### src/rtl/alu_seq_if.sv
// Handshaked operand/result bus for alu_seq: operand side (in_*) and result side (out_*, flags).
// The master drives operands and out_ready; the slave (the ALU) returns results and flags.
interface alu_seq_if #(
  parameter int WIDTH   = 16,
  parameter int SHAMT_W = 4
);
  logic               in_valid;
  logic               in_ready;
  logic [WIDTH-1:0]   in1;
  logic [WIDTH-1:0]   in2;
  logic [2:0]         op;
  logic [SHAMT_W-1:0] shift;
  logic               out_valid;
  logic               out_ready;
  logic [WIDTH-1:0]   out;
  logic               zero;
  logic               negative;
  logic               positive;
  logic               carry;
  logic               overflow;
  logic               busy;

  modport master (
    output in_valid, in1, in2, op, shift, out_ready,
    input  in_ready, out_valid, out, zero, negative, positive, carry, overflow, busy
  );

  modport slave (
    input  in_valid, in1, in2, op, shift, out_ready,
    output in_ready, out_valid, out, zero, negative, positive, carry, overflow, busy
  );
endinterface

### src/rtl/alu_seq.sv
// Handshaked sequential ALU: single-cycle ADD/AND/NOT/XOR, iterative or barrel shifts,
// iterative shift-add MUL; registered result with N/Z/P, carry and overflow flags.
module alu_seq #(
  parameter int WIDTH      = 16,
  parameter int SHAMT_W    = 4,
  parameter int FAST_SHIFT = 0
) (
  input logic       clk,
  input logic       reset,
  alu_seq_if.slave  bus
);
  localparam int CNT_W = $clog2(WIDTH + 1);

  typedef enum logic [1:0] {S_IDLE, S_EXEC, S_DONE} state_t;
  typedef enum logic [2:0] {
    OP_ADD, OP_AND, OP_NOT, OP_XOR, OP_LSHF, OP_RSHFL, OP_RSHFA, OP_MUL
  } op_t;

  state_t           r_state;
  op_t              r_op;
  logic [WIDTH-1:0] r_a, r_b, r_acc, r_out;
  logic [CNT_W-1:0] r_cnt, r_shamt;
  logic             r_out_valid, r_zero, r_negative, r_positive, r_carry, r_overflow;

  logic [CNT_W-1:0] w_shamt, w_cycles;
  logic [WIDTH-1:0] w_a_nxt, w_b_nxt, w_acc_nxt, w_res;
  logic             w_carry, w_ovf;

  // Shift amounts at or beyond WIDTH saturate; they produce the same result as WIDTH.
  always_comb begin
    w_shamt = (32'(bus.shift) >= WIDTH) ? CNT_W'(WIDTH) : CNT_W'(bus.shift);
    case (op_t'(bus.op))
      OP_LSHF, OP_RSHFL, OP_RSHFA:
        w_cycles = ((FAST_SHIFT != 0) || (w_shamt == '0)) ? CNT_W'(1) : w_shamt;
      OP_MUL:  w_cycles = CNT_W'(WIDTH);
      default: w_cycles = CNT_W'(1);
    endcase
  end

  // NOTE: every signal gets a default before the case so no latch is inferred.
  always_comb begin
    w_a_nxt   = r_a;
    w_b_nxt   = r_b;
    w_acc_nxt = r_acc;
    w_res     = '0;
    w_carry   = 1'b0;
    w_ovf     = 1'b0;
    case (r_op)
      OP_ADD: begin
        {w_carry, w_res} = {1'b0, r_a} + {1'b0, r_b};
        w_ovf = (r_a[WIDTH-1] == r_b[WIDTH-1]) && (w_res[WIDTH-1] != r_a[WIDTH-1]);
      end
      OP_AND: w_res = r_a & r_b;
      OP_NOT: w_res = ~r_a;
      OP_XOR: w_res = r_a ^ r_b;
      OP_LSHF: begin
        if (FAST_SHIFT != 0) w_res = r_a << r_shamt;
        else                 w_res = (r_shamt != '0) ? {r_a[WIDTH-2:0], 1'b0} : r_a;
        w_a_nxt = w_res;
      end
      OP_RSHFL: begin
        if (FAST_SHIFT != 0) w_res = r_a >> r_shamt;
        else                 w_res = (r_shamt != '0) ? {1'b0, r_a[WIDTH-1:1]} : r_a;
        w_a_nxt = w_res;
      end
      OP_RSHFA: begin
        if (FAST_SHIFT != 0) w_res = $signed(r_a) >>> r_shamt;
        else                 w_res = (r_shamt != '0) ? {r_a[WIDTH-1], r_a[WIDTH-1:1]} : r_a;
        w_a_nxt = w_res;
      end
      OP_MUL: begin
        w_acc_nxt = r_acc + (r_b[0] ? r_a : '0);
        w_a_nxt   = {r_a[WIDTH-2:0], 1'b0};
        w_b_nxt   = {1'b0, r_b[WIDTH-1:1]};
        w_res     = w_acc_nxt;
      end
      default: w_res = '0;
    endcase
  end

  // NOTE: only control state and visible outputs are reset; operand registers are
  // always loaded on accept before they are read, so they need no reset.
  always_ff @(posedge clk) begin
    if (reset) begin
      r_state     <= S_IDLE;
      r_out       <= '0;
      r_out_valid <= 1'b0;
      r_zero      <= 1'b1;
      r_negative  <= 1'b0;
      r_positive  <= 1'b0;
      r_carry     <= 1'b0;
      r_overflow  <= 1'b0;
    end else begin
      case (r_state)
        S_IDLE: if (bus.in_valid) begin
          r_a     <= bus.in1;
          r_b     <= bus.in2;
          r_acc   <= '0;
          r_op    <= op_t'(bus.op);
          r_shamt <= w_shamt;
          r_cnt   <= w_cycles;
          r_state <= S_EXEC;
        end
        S_EXEC: begin
          r_a   <= w_a_nxt;
          r_b   <= w_b_nxt;
          r_acc <= w_acc_nxt;
          r_cnt <= r_cnt - CNT_W'(1);
          if (r_cnt == CNT_W'(1)) begin
            r_out       <= w_res;
            r_zero      <= (w_res == '0);
            r_negative  <= w_res[WIDTH-1];
            r_positive  <= (w_res != '0) && !w_res[WIDTH-1];
            r_carry     <= w_carry;
            r_overflow  <= w_ovf;
            r_out_valid <= 1'b1;
            r_state     <= S_DONE;
          end
        end
        S_DONE: if (bus.out_ready) begin
          r_out_valid <= 1'b0;
          r_state     <= S_IDLE;
        end
        default: r_state <= S_IDLE;
      endcase
    end
  end

  assign bus.in_ready  = (r_state == S_IDLE);
  assign bus.busy      = (r_state != S_IDLE);
  assign bus.out_valid = r_out_valid;
  assign bus.out       = r_out;
  assign bus.zero      = r_zero;
  assign bus.negative  = r_negative;
  assign bus.positive  = r_positive;
  assign bus.carry     = r_carry;
  assign bus.overflow  = r_overflow;
endmodule

### src/flat_wrapper.sv
// flat-port wrapper written by rule: the top's interface ports become plain ports
module alu_seq_flat 
#(
  parameter int WIDTH      = 16,
  parameter int SHAMT_W    = 4,
  parameter int FAST_SHIFT = 0
)
  (clk, reset, bus_in_valid, bus_in1, bus_in2, bus_op, bus_shift, bus_out_ready, bus_in_ready, bus_out_valid, bus_out, bus_zero, bus_negative, bus_positive, bus_carry, bus_overflow, bus_busy);
  alu_seq_if #(.WIDTH(WIDTH), .SHAMT_W(SHAMT_W)) bus_i ();
  input logic clk;
  input logic reset;
  input wire logic [$bits(bus_i.in_valid)-1:0] bus_in_valid;
  input wire logic [$bits(bus_i.in1)-1:0] bus_in1;
  input wire logic [$bits(bus_i.in2)-1:0] bus_in2;
  input wire logic [$bits(bus_i.op)-1:0] bus_op;
  input wire logic [$bits(bus_i.shift)-1:0] bus_shift;
  input wire logic [$bits(bus_i.out_ready)-1:0] bus_out_ready;
  output wire logic [$bits(bus_i.in_ready)-1:0] bus_in_ready;
  output wire logic [$bits(bus_i.out_valid)-1:0] bus_out_valid;
  output wire logic [$bits(bus_i.out)-1:0] bus_out;
  output wire logic [$bits(bus_i.zero)-1:0] bus_zero;
  output wire logic [$bits(bus_i.negative)-1:0] bus_negative;
  output wire logic [$bits(bus_i.positive)-1:0] bus_positive;
  output wire logic [$bits(bus_i.carry)-1:0] bus_carry;
  output wire logic [$bits(bus_i.overflow)-1:0] bus_overflow;
  output wire logic [$bits(bus_i.busy)-1:0] bus_busy;
  assign bus_i.in_valid = bus_in_valid;
  assign bus_i.in1 = bus_in1;
  assign bus_i.in2 = bus_in2;
  assign bus_i.op = bus_op;
  assign bus_i.shift = bus_shift;
  assign bus_i.out_ready = bus_out_ready;
  assign bus_in_ready = bus_i.in_ready;
  assign bus_out_valid = bus_i.out_valid;
  assign bus_out = bus_i.out;
  assign bus_zero = bus_i.zero;
  assign bus_negative = bus_i.negative;
  assign bus_positive = bus_i.positive;
  assign bus_carry = bus_i.carry;
  assign bus_overflow = bus_i.overflow;
  assign bus_busy = bus_i.busy;
  alu_seq #(.WIDTH(WIDTH), .SHAMT_W(SHAMT_W), .FAST_SHIFT(FAST_SHIFT)) u_core (.clk(clk), .reset(reset), .bus(bus_i));
endmodule
### config.mk
export PLATFORM = sky130hd
export DESIGN_NAME = alu_seq_flat
export DESIGN_NICKNAME = d
export VERILOG_FILES = /design/src/rtl/alu_seq_if.sv /design/src/rtl/alu_seq.sv /design/src/flat_wrapper.sv
export SDC_FILE = /design/constraint.sdc
export NUM_CORES = 1
export LEC_CHECK = 0
export BUFFER_PORTS_ARGS = -buffer_cell sky130_fd_sc_hd__buf_2
export CORE_ASPECT_RATIO = 1.2
export CORE_MARGIN = 5
export CORE_UTILIZATION = 40
export DETAILED_ROUTE_END_ITERATION = 6
export PLACE_DENSITY = 0.65
export SYNTH_ARGS = -nofsm -noshare
export SYNTH_HDL_FRONTEND = slang
export SYNTH_SLANG_ARGS = --single-unit
### constraint.sdc
create_clock -name clk -period 3.9 [get_ports clk]
set_clock_uncertainty 0.05 [all_clocks]
set_input_delay 0.78 -clock clk [delete_from_list [all_inputs] [get_ports clk]]
set_output_delay 0.78 -clock clk [all_outputs]
set_load 0.01 [all_outputs]
==> results of run 1 <==
[path summary, 6_finish.rpt]
kind         slack (ns)  cells past startpoint                       endpoint
min                0.40                      2  u_core.bus.carry$_SDFFE_PP0P_
max reg2reg        0.24                     12   u_core.bus.zero$_SDFFE_PP1P_
min reg2reg        0.40                      2  u_core.bus.carry$_SDFFE_PP0P_
max                0.24                     12   u_core.bus.zero$_SDFFE_PP1P_
[state kept, by name, indices dropped and copies added (netlist names)]
name and cells:
u_core.r_a 16, u_core.r_acc 16, u_core.r_b 16, u_core.bus.out 15, u_core.r_cnt 5, u_core.r_shamt 4, u_core.r_op 3, u_core.r_state 2
u_core.bus.carry 1, u_core.bus.negative 1, u_core.bus.out_valid 1, u_core.bus.overflow 1, u_core.bus.positive 1, u_core.bus.zero 1
[layer usage]
layer  wire length [µm]  global-route usage, %  part of all wire (%)
met3               1010                   2.93                   5.2
met2               9540                   35.6                    50
met4                461                   7.00                   2.4
met1               8220                   26.1                    43
met5                  0                      0                     0
[Yosys cell counts (8+ instances only)]
cell,number,share of area [%]
nand2_1,112,6.6
nor2b_1,8,0.79
a21o_1,10,1.2
ha_1,33,6.5
xnor2_1,19,2.6
o22ai_1,24,2.4
o21ai_0,32,2.5
inv_1,19,1.1
a211oi_1,10,1.2
nand3_1,14,1.1
a21oi_1,52,4.1
a221oi_1,14,1.9
xor2_1,9,1.2
dfxtp_1,23,7.3
nor3_1,18,1.4
o31ai_1,16,1.9
edfxtp_1,60,28
and2_1,26,2.6
and3_1,10,0.99
clkbuf_1,43,2.6
nor2_1,73,4.3
nand4_1,8,0.79
[area by class of cell]
type	instances	area, µm²	area share, %
multi-input cells	598	3780	52.3
flip-flops and latches	83	2260	31.3
repair buffers	96	568	7.86
well taps	208	260	3.60
clock buffers	9	225	3.12
inverters	19	71.3	0.987
clock inverters	7	57.6	0.797
[power groups by stage]
stage | logic (mW) | registers [mW] | clock network (mW)
floorplan | 0.640 | 1.10 | 0
global placement | 0.872 | 1.12 | 0
detailed placement | 0.881 | 1.12 | 0
CTS | 0.885 | 1.10 | 0.854
global route | 0.990 | 1.11 | 0.891
finish | 0.893 | 1.10 | 0.847
[metrics by stage]
| stage | hold WS (ns) | cells | util (%) | setup WS (ns) |
|---|---|---|---|---|
| final | 0.395 | 1020 | 46.4 | 0.245 |
| after global routing | 0.421 | 1020 | 46.4 | 0.00608 |
| after floorplan | 0.426 | 754 | - | 0.450 |
| after CTS | 0.400 | 1020 | 46.4 | 0.242 |
| after detailed placement | 0.391 | 1004 | 44.6 | 0.257 |
| after global placement | 0.389 | 1004 | 44.6 | 0.312 |
[worst min-delay path, cell delays in order (launching register included)]
cell and delay, ns:
dfxtp_1 0.31, nand2_1 0.05, a21oi_1 0.05
[logic make-up (layout without fill, tap and decap cells)]
group,count (synthesis),count (layout)
adders and majority gates,35,35
xor gates and xnor gates,28,28
DFF,83,83
muxes,9,9
and+or+nand+nor,304,304
buffers and inverters,73,131
AOI/OAI and AO/OA,222,222
==> qor.txt, run 1 <==
Die H: 148 µm
DRT iter0 DRCs: 431
Worst Setup Path Type: reg -> reg
Skew-Pair Late Insertion Delay: 0.35 ns
GR Overflow Total: 0
Crit path cell chain: ha_1 > ha_1 > fa_1 > a21o_1 > a221oi_1 > buf_4 > xnor2_1 > a221oi_1 > nand4_1 > or4_1 > nor4_2 > a211o_1
Relative slew slack: 26.2%
HP Start: u_core.bus.carry$_SDFFE_PP0P_
Worst hold-check path type: reg -> reg
Peak VDD IR: 0.000247 V
Die area: 18,400 µm²
Bufs and invs on worst path: 1
First-pass DRT Iterations: 6
Flop pwr share: 38.8%
Crit path from: u_core.r_b[0]$_DFFE_PP_
Die X-Extent: 125 µm
Final instance area: 7220 µm²
FILL cells: 1,564
CTS buffer count: 9
Via/cell ratio: 5.89
NumNets Final: 885
Worst setup EP type: flop
Synthesized area: 6330 µm²
Root Buffer: clkbuf_16
Launch point of the worst reg-to-reg path: u_core.r_b[0]$_DFFE_PP_
Vias: 6,004
Synthesized Nets: 832
Worst-Margin Slew: 1.10 ns
Estimated wirelength of the detail-placed design: 14,500 µm
Setup TNS: 0 ns
# resized after CTS: 0
Vias in the first global route: 5,691
Most common cell after layout, fill and taps aside: nand2_1
Number of hold buffers added after CTS: 0
GRT Util Overall: 20.5%
Row cnt: 50
Compound-Gate Fraction of Synth Area: 23.9%
Setup Buffers After CTS: 0
Largest net degree at the start of global routing: 47
Tcrit/Tclk final: 93.7%
Share of layout cells above drive strength 1: 16.5%
Core footprint: 15,600 µm²
IO Port Bufs: 66
Starting Density: 40.6%
Seq/Total Area, Yosys: 35.8%
Synthesized flop and latch total: 83
Power Internal: 1.84 mW
Final min period: 3.66 ns
YS warnings: 0
Post-synthesis cell count: 754
Post-synth top flop: edfxtp_1
Fmax: 0.274 GHz
Setup violators final: 0
H-tree depth: 3
Netlist cell types: 74
EDFF count, synth: 60
Initial antenna violation count: 0
Asr flop ratio synth: 0%
Worst-path clk slew: 0.07 ns
Clk buf depth: 2
Crit-path slowest cell: or4_1
Slowest stage delay, CP: 0.53 ns
Pwr Total: 2.84 mW
TritonCTS clock tree: built
Final Hold Viols: 0
Most frequent cells in the layout: nand2_1 (112), nor2_1 (73), buf_2 (66)
CP arrival: 3.90 ns
DRT antenna net count: 0
LEAKAGE: 2.96 nW
Clock power share: 29.8%
Switching Share: 35.2%
RSZ-0062 raised after global routing: false
Post-Synth Simple-Gate Area: 23.1%
Final wirelength: 19,200 µm
First-pass GRT wire length: 30,500 µm
Switching power total: 1.00 mW
Crit path max fanout: 4
Worst EP required: 4.15 ns
Pwr/cell area: 394 nW/µm²
Max-cap viol count: 0
Largest family of logic cells by synthesized area: compound AO/OA/AOI/OAI gates
Routed wire per std cell: 18.9 µm
Mean Syn Cell Area: 8.39 µm²
Mux share of post-synthesis cell area: 1.46%
Critical path launch point type: flop
Combinational power share: 31.4%
Post-Synth XOR/XNOR Area: 3.88%
# DRC: 0
N_diodes: 0
Layout area overhead: 14.2%
Max Slew Vio Count: 0
Critical path's top delay family: compound AO/OA/AOI/OAI gates
Status: completed
Ports: 67
Synth Area in Adders: 7.16%
Placed Area: 6940 µm²
Clock sinks: 83
GPL Wtd Cong: 0.965
Power figures use the tool's default switching activity.
==> run 2, diff against run 1 <==
CORE_UTILIZATION = 60   (was 40)
GPL_TIMING_DRIVEN = 0   (was default)
PLACE_DENSITY = 0.88   (was 0.65)
==> run 2 against run 1 <==
Cell area grew 0.50%. Power grew 3.8%. Critical path depth is the same. Count of clock-buffer cells in the layout grew 3. Sequential cell count is the same. Maximum frequency shrank 3.2%. Global-route usage grew 10 points. Utilization grew 23 points. Critical path type unchanged. Largest cell class unchanged.
==> qor.txt, run 2 (synthesis gave the netlist of run 1 again) <==
Critical path launch point type: flop
Most common cell after layout, fill and taps aside: nand2_1
First-pass DRT Iterations: 5 (-1)
Skew-Pair Late Insertion Delay: 0.34 ns (about the same)
GRT Util Overall: 30.6% (+10 points)
RR Endpoint: u_core.bus.positive$_SDFFE_PP0P_
WHS Path Cells: 2 (unchanged)
LEAKAGE: 2.96 nW (about the same)
Share of layout cells above drive strength 1: 14.4% (-2.1 points)
Routed wire per std cell: 20.7 µm (+9.7%)
Worst setup EP type: flop
Min-Delay Endpoint: u_core.bus.carry$_SDFFE_PP0P_
Pwr/cell area: 407 nW/µm² (+3.3%)
Layout area overhead: 14.8%
Worst-Margin Slew: 1.10 ns (+0.000716 ns)
DRT iter0 DRCs: 706 (+64%)
R2R setup slack: 0.12 ns (-0.12 ns)
Launch point of the worst reg-to-reg path: u_core.r_a[0]$_DFFE_PP_
DRT antenna net count: 0 (unchanged)
Critical path's top delay family: simple AND/OR/NAND/NOR gates
Peak VDD IR: 0.000296 V (+20%)
GPL Wtd Cong: 0.959 (-0.59%)
TritonCTS clock tree: built
Worst Setup Path Type: reg -> reg
Initial antenna violation count: 0 (unchanged)
Number of hold buffers added after CTS: 0 (unchanged)
Fmax: 0.265 GHz (-3.2%)
Crit path cell chain: ha_1 > ha_1 > fa_1 > a21o_1 > a21oi_2 > xnor2_1 > a221o_1 > nor3_2 > nand4_1 > or4_1 > nor4_4 > nor3b_1
Final min period: 3.78 ns (+0.122 ns)
Worst EP required: 4.08 ns (-0.07 ns)
Root Buffer: clkbuf_16
# DRC: 0 (unchanged)
Pwr Total: 2.95 mW (+3.8%)
Via/cell ratio: 6.49 (+10%)
Worst Reg2Reg Path Length in Cells: 12 (unchanged)
Placed Area: 6850 µm² (-1.3%)
Top Registers: u_core.r_a x16, u_core.r_acc x16, u_core.r_b x16
Worst hold-check path type: reg -> reg
Estimated wirelength of the detail-placed design: 15,500 µm (+6.8%)
Vias in the first global route: 6,044 (+6.2%)
Tcrit/Tclk final: 96.8% (+3.1 points)
Starting Density: 60.8% (+20 points)
Max Slew Vio Count: 0 (unchanged)
CP dominant cell by count: ha_1
FILL cells: 834 (-47%)
Status: completed
GR Overflow Total: 0 (unchanged)
Vias: 6,289 (+4.7%)
First-pass GRT wire length: 31,200 µm (+2.3%)
Ports: 67 (unchanged)
Die H: 122 µm (-17%)
Crit path max fanout: 4 (unchanged)
NumNets Final: 913 (+3.2%)
Setup violators final: 0 (unchanged)
Final Hold Viols: 0 (unchanged)
Bufs and invs on worst path: 0 (-1)
Largest net degree at the start of global routing: 18 (-62%)
Final wirelength: 20,100 µm (+4.3%)
H-tree depth: 3 (unchanged)
Most frequent cells in the layout: nand2_1 (112), nor2_1 (73), buf_2 (69)
N_diodes: 0 (unchanged)
Die area: 12,700 µm² (-31%)
Die X-Extent: 104 µm (-17%)
Worst-path clk slew: 0.07 ns (about the same)
Final instance area: 7260 µm² (+0.50%)
CTS buffer count: 9 (unchanged)
CP arrival: 3.96 ns (+0.06 ns)
Slowest stage delay, CP: 0.56 ns (+0.03 ns)
HP Start: u_core.bus.carry$_SDFFE_PP0P_
Max-cap viol count: 0 (unchanged)
RSZ-0062 raised after global routing: false
Relative slew slack: 26.3% (+0.065 points)
IO Port Bufs: 65 (-1.5%)
Row cnt: 41 (-18%)
Crit-path slowest cell: or4_1
Clk buf depth: 2 (unchanged)
Clock sinks: 83 (unchanged)
Core footprint: 10,400 µm² (-33%)
==> run 2: changes by cell type in the layout (fill, tap and decap cells not counted), moves of 2 or more <==
cell and change:
a21oi_1 -3, a21oi_2 +3, a221oi_1 -3, a221oi_2 +2, buf_1 +3, buf_2 +3, buf_4 -23, buf_6 +2
clkbuf_1 +43, clkbuf_16 +2
==> run 2: final cells by class <==
| class | instances | area (µm²) | share of cell area, % |
|---|---|---|---|
| clock inverter | 4 | 32.5 | 0.448 |
| tap | 129 | 161 | 2.22 |
| timing repair buffer | 70 | 383 | 5.27 |
| sequential | 83 | 2260 | 31.2 |
| clock buffer | 12 | 289 | 3.98 |
| multi-input combinational | 598 | 3830 | 52.8 |
| buffer | 54 | 230 | 3.17 |
| inverter | 19 | 71.3 | 0.982 |
==> run 2: layer usage <==
| metal | part of all wire [%] | wire (µm) | GRT usage, % | vias to the layer above |
|---|---|---|---|---|
| li1 | - | - | - | 2947 |
| met1 | 39 | 7860 | 38.4 | 2872 |
| met2 | 46 | 9230 | 49.8 | 385 |
| met3 | 8.4 | 1680 | 4.63 | 85 |
| met4 | 6.4 | 1280 | 19.4 | 0 |
| met5 | 0 | 0 | 0 | - |
==> run 2: how the worst max path moves through the flow <==
stage                                   startpoint                               end  slack (ns)  cells past startpoint
after floorplan            u_core.r_a[0]$_DFFE_PP_  u_core.bus.positive$_SDFFE_PP0P_        0.45                     11
after global placement    u_core.r_op[1]$_DFFE_PP_           u_core.r_b[0]$_DFFE_PP_       -0.42                      4
after detailed placement   u_core.r_b[0]$_DFFE_PP_  u_core.bus.positive$_SDFFE_PP0P_       -0.31                     11
after CTS                  u_core.r_b[0]$_DFFE_PP_  u_core.bus.positive$_SDFFE_PP0P_        0.01                     11
after global routing       u_core.r_a[0]$_DFFE_PP_  u_core.bus.positive$_SDFFE_PP0P_      0.0005                     12
final                      u_core.r_a[0]$_DFFE_PP_  u_core.bus.positive$_SDFFE_PP0P_        0.12                     12
==> run 2: worst register-to-register path, stage by stage, from the launching register on <==
cell and delay [ns]:
edfxtp_1 0.44, ha_1 0.28, ha_1 0.26, fa_1 0.45, a21o_1 0.26, a21oi_2 0.16, xnor2_1 0.09, a221o_1 0.45
nor3_2 0.21, nand4_1 0.12, or4_1 0.56, nor4_4 0.26, nor3b_1 0.08
==> run 2: through the flow <==
step / TNS (ns) / hold slack, ns / instances / util, % / setup slack, ns
finish: 0 / 0.413 / 969 / 69.7 / 0.123
floorplan: 0 / 0.426 / 754 / - / 0.450
global route: 0 / 0.447 / 969 / 69.7 / 0.000471
global placement: -13.69 / 0.391 / 948 / 65.4 / -0.417
CTS: 0 / 0.409 / 965 / 69.1 / 0.0121
detailed placement: -0.604 / 0.400 / 949 / 65.8 / -0.309
==> run 2: power breakdown <==
part           internal, mW  total, mW  leakage (nW)  switching (mW)
registers              1.04       1.10         0.756          0.0662
clock network         0.534      0.913         0.160           0.379
logic                 0.357      0.936          2.05           0.579
==> run 2: what timing repair did <==
| action | in CTS | in global routing |
|---|---|---|
| gates resized for setup | 3 | 5 |
| setup buffers | 0 | 4 |
| setup endpoints to repair | 2 | 2 |
| pin swaps | 1 | 0 |
